### config.mk
export PLATFORM = sky130hd
export DESIGN_NAME = btn_debounce
export DESIGN_NICKNAME = d
export VERILOG_FILES = /design/src/rtl/btn_debounce.sv
export SDC_FILE = /design/constraint.sdc
export NUM_CORES = 1
export LEC_CHECK = 0
export ABC_AREA = 1
export CAP_MARGIN = 10
export CORE_ASPECT_RATIO = 1.2
export CORE_MARGIN = 1.5
export CORE_UTILIZATION = 60
export DETAILED_ROUTE_END_ITERATION = 7
export GPL_TIMING_DRIVEN = 0
export PLACE_DENSITY = 0.87
export SETUP_SLACK_MARGIN = 0.5
export SLEW_MARGIN = 20
export SYNTH_ARGS = -nofsm -noshare
export SYNTH_HDL_FRONTEND = slang
export SYNTH_SLANG_ARGS = --single-unit
### constraint.sdc
create_clock -name clk -period 2.9 [get_ports clk]
set_input_delay 0.58 -clock clk [delete_from_list [all_inputs] [get_ports clk]]
set_output_delay 0.58 -clock clk [all_outputs]
set_load 0.005 [all_outputs]
### src/rtl/btn_debounce.sv
// btn_debounce: two-channel pushbutton debouncer with registered level and rising-edge tick.
// Define BTN_DB_SYNC_EN to insert a two-flop synchronizer ahead of each channel FSM.
module btn_debounce #(
  parameter int CNT_W = 21
) (
  input  logic       clk,
  input  logic       reset,
  input  logic [1:0] btn_raw,
  output logic [1:0] db_level,
  output logic [1:0] db_tick
);
  typedef enum logic [1:0] {ZERO, WAIT1, ONE, WAIT0} state_t;
  localparam logic [CNT_W-1:0] CNT_MAX = '1;
  localparam logic [CNT_W-1:0] CNT_ONE = CNT_W'(1);
  logic [1:0] s_in;
`ifdef BTN_DB_SYNC_EN
  logic [1:0] sync1_q, sync1_d, sync2_q, sync2_d;
  always_comb begin
    sync1_d = btn_raw;
    sync2_d = sync1_q;
  end
  always_ff @(posedge clk or negedge reset)
    if (!reset) begin
      sync1_q <= '0;
      sync2_q <= '0;
    end else begin
      sync1_q <= sync1_d;
      sync2_q <= sync2_d;
    end
  assign s_in = sync2_q;
`else
  assign s_in = btn_raw;
`endif
  for (genvar g = 0; g < 2; g++) begin : g_ch
    state_t           state_q, state_d;
    logic [CNT_W-1:0] cnt_q, cnt_d;
    logic             level_q, level_d, tick_q, tick_d;
    always_ff @(posedge clk or negedge reset)
      if (!reset) begin
        state_q <= ZERO;
        cnt_q   <= '0;
        level_q <= 1'b0;
        tick_q  <= 1'b0;
      end else begin
        state_q <= state_d;
        cnt_q   <= cnt_d;
        level_q <= level_d;
        tick_q  <= tick_d;
      end
    // The window counts down to zero; the edge that sees zero with a stable input commits.
    always_comb begin
      state_d = state_q;
      cnt_d   = cnt_q;
      level_d = level_q;
      tick_d  = 1'b0;
      case (state_q)
        ZERO:
          if (s_in[g]) begin
            state_d = WAIT1;
            cnt_d   = CNT_MAX;
          end
        WAIT1:
          if (!s_in[g]) state_d = ZERO;
          else if (cnt_q != '0) cnt_d = cnt_q - CNT_ONE;
          else begin
            state_d = ONE;
            level_d = 1'b1;
            tick_d  = 1'b1;
          end
        ONE:
          if (!s_in[g]) begin
            state_d = WAIT0;
            cnt_d   = CNT_MAX;
          end
        WAIT0:
          if (s_in[g]) state_d = ONE;
          else if (cnt_q != '0) cnt_d = cnt_q - CNT_ONE;
          else begin
            state_d = ZERO;
            level_d = 1'b0;
          end
        default: state_d = ZERO;
      endcase
    end
    assign db_level[g] = level_q;
    assign db_tick[g]  = tick_q;
  end
endmodule

==> results by group <==
Run status
  – Outcome: finished, final reports clean

Detailed routing
  – DRT Pass-1 Iters: 4
  – Final ANT Viol Nets: 0
  – # DRC: 0
  – Drt wl/cell: 13.3 um
  – Detailed-route vias per instance: 5.53
  – Drt initial violations: roughly 180
  – Routed WL: 7310 um
  – Vias: between 3,000 and 4,000

Setup path
  – Crit-path cells: inv_1, ha_1, nand2_1, nor2_1, nand2_1, nand2_1, nand3_1, nand2_1, o21ai_2
  – Arrival @ worst endpoint: between 2000 and 2500 ps
  – CP top delay family: simple AND/OR/NAND/NOR gates
  – Worst setup SP type: flop
  – Crit Path Category: reg -> reg
  – Critical path's largest stage delay: 400 ps
  – Highest-delay cell along the critical path: dfrtp_1
  – Worst Path Max Fanout: 8
  – Buffers & Inverters on Critical Path: 1
  – Most frequent CP cell: nand2_1
  – Worst Path Required: ~3100 ps
  – CP Capture Type: flop

STA
  – Clk_skew: ~8 ps
  – Worst slew pin tran: about 640 ps
  – F_max: between 500 and 600 MHz
  – Final worst setup slack: 993 ps
  – Final Cycle Share: between 60 and 70%
  – Final Hold Fails: 0
  – Min Hold Slack: about 280 ps
  – Max-slew violations: 0
  – Post-layout min period: 1910 ps
  – RSZ-0062 raised after global routing: no
  – Relative slew margins: 57.6%
  – Total negative slack: 0 ps
  – Final setup violating endpoints: 0

Final layout
  – Layout fillers: 450
  – Share of cells above drive strength 1: 15.8%
  – Post-route cell area: between 0.003 and 0.004 mm^2
  – # nets final: ~490
  – Seq. cell area: 0.00125 mm^2
  – Synth-to-layout area growth: 7.76%
  – Inserted Diodes: 0
  – Area of the multi-input gates: 0.00179 mm^2

Synth
  – Syn_area_per_cell: between 7 and 8 um^2
  – Post-Syn Instances: roughly 470
  – Syn. warnings: 0
  – Synthesized area: roughly 0.0033 mm^2
  – Synth cell types: 23
  – FF+latch count, synth: 50
  – Register area share after synthesis: a little under two fifths
  – Syn_nets: between 400 and 500

Global route
  – GRT overflow: 0
  – Largest net degree at the start of global routing: 51
  – Initial antenna violation count: 0
  – First-pass GRT wire length: 12,700 um
  – Via count of the first global-routing pass: between 2,000 and 3,000
  – GR Util All Layers: 26.3%

Floorplanning
  – Die H: roughly 85 um
  – Core area: 0.00533 mm^2
  – Die X: a little over 70 um
  – Starting Density: 62.6%
  – # rows: 29
  – Ports: 8
  – Die area: between 0.006 and 0.007 mm^2

CTS
  – CTS Sinks: 50
  – Worst-path clk slew: around 100 ps
  – Cts bufs inserted: 5
  – Postcts setup bufs: 0
  – Post_cts resized: 0
  – Clock Tree Root: clkbuf_8
  – H-tree depth: 2
  – Insertion delay of the later-clocked pin in the worst-skew pair: around 310 ps
  – CTS tree: yes
  – Max clock buf depth: 2
  – # hold bufs at CTS: 0

Place
  – DP HPWL: roughly 5400 um
  – Final GP Congestion: 0.921
  – Port Buffer Count: 7
  – Pre-CTS WS: between 700 and 800 ps
  – Cell Area, Placed: 0.00348 mm^2

Power
  – Comb pwr share: 19.5%
  – Share of power burned in registers: about half
  – Pleak: about 1.7 nW
  – Sw Share: 32.0%
  – Worst VDD drop: around 0.00040 V
  – Switching power: between 0.5 and 0.6 mW
  – Power Density: 461 mW/mm^2
  – Clk network pwr share: 30.4%
  – Internal power: 1.13 mW
  – Total chip power: roughly 1.7 mW

Worst hold path
  – Worst hold path type: in -> async

Job
  – Max Cap Violations: 0
-- flip-flops by register name, summed over array words and instances, names as in the netlist, named ones only --
register and flops:
g_ch.tick_q 2, g_ch.state_q 2, g_ch.cnt_q 42, g_ch.level_q 2
-- Yosys cell counts, drive strengths merged --
| cell | instances | area share (%) |
|---|---|---|
| buf | 12 | 3.2 |
| clkbuf | 2 | 0.22 |
| clkinv | 1 | 0.11 |
| dfrtp | 50 | 37 |
| ha | 4 | 1.5 |
| inv | 47 | 5.4 |
| nand2 | 161 | 19 |
| nand3 | 59 | 9.6 |
| nand4 | 10 | 1.9 |
| nor2 | 76 | 10 |
| o21ai | 40 | 8.8 |
| or2 | 2 | 0.37 |
| xor2 | 8 | 2.1 |
-- metrics by stage --
stage	util, %	instances
CTS	67.4	549
floorplan	-	472
finish	67.4	549
detailed placement	65.3	541
global route	67.4	549
global placement	65.4	541
-- power by group through the flow --
stage / logic (mW) / clock network (mW) / registers, mW
after global placement: 0.311 / 0 / 0.840
after global routing: 0.369 / 0.540 / 0.840
after detailed placement: 0.324 / 0 / 0.841
after floorplan: 0.253 / 0 / 0.824
final: 0.324 / 0.505 / 0.831
after CTS: 0.325 / 0.515 / 0.829
-- metal layers --
metal	GRT usage, %	share of wire [%]
met5	0	0
met4	12.0	3.0
met3	3.72	3.9
met2	49.0	53
met1	28.9	40
-- logic make-up (layout without fill, tap and decap cells) --
logic type | Yosys count | count (layout) | share of synthesized area (%)
AOI/OAI and AO/OA | 40 | 40 | 8.81
xor gates and xnor gates | 8 | 8 | 2.10
buffers and inverters | 62 | 77 | 9.00
adders and majority gates | 4 | 4 | 1.50
and+or+nand+nor | 308 | 308 | 41.1
DFF | 50 | 50 | 37.5
-- cells in the final DEF (no fill, tap or decap), drive strengths merged --
master / count
ha: 4
dfrtp: 50
nand2: 161
clkdlybuf4s50: 6
buf: 13
nor2: 76
xor2: 8
inv: 47
o21ai: 40
or2: 2
bufinv: 1
nand4: 10
clkinvlp: 2
clkinv: 1
clkbuf: 7
nand3: 59
-- layout make-up --
| class | instances | share of cell area [%] |
|---|---|---|
| Timing Repair Buffer | 7 | 1.88 |
| Sequential cell | 50 | 34.8 |
| Multi-Input combinational cell | 360 | 49.7 |
| Tap cell | 62 | 2.16 |
| Buffer | 14 | 3.20 |
| Inverter | 48 | 5.15 |
| Clock buffer | 5 | 1.91 |
| Clock inverter | 3 | 1.25 |
-- worst paths after layout --
check | end | cells past startpoint | startpoint | slack (ps)
max in group asynchronous | g_ch[1].cnt_q[11]$_DFFE_PN0P_ | 1 | reset | 2180
min in group clk | g_ch[1].tick_q$_DFF_PN0_ | 1 | flop | 510
worst min register to register | g_ch[1].tick_q$_DFF_PN0_ | 1 | flop | 510
worst max-delay path | g_ch[0].cnt_q[16]$_DFFE_PN0P_ | 9 | g_ch[0].cnt_q[0]$_DFFE_PN0P_ | 990
worst max register to register | g_ch[0].cnt_q[16]$_DFFE_PN0P_ | 9 | g_ch[0].cnt_q[0]$_DFFE_PN0P_ | 990
worst min-delay path | asynchronous set/reset pin | 1 | reset | 280
No activity file was read; power rests on OpenSTA's default activity.
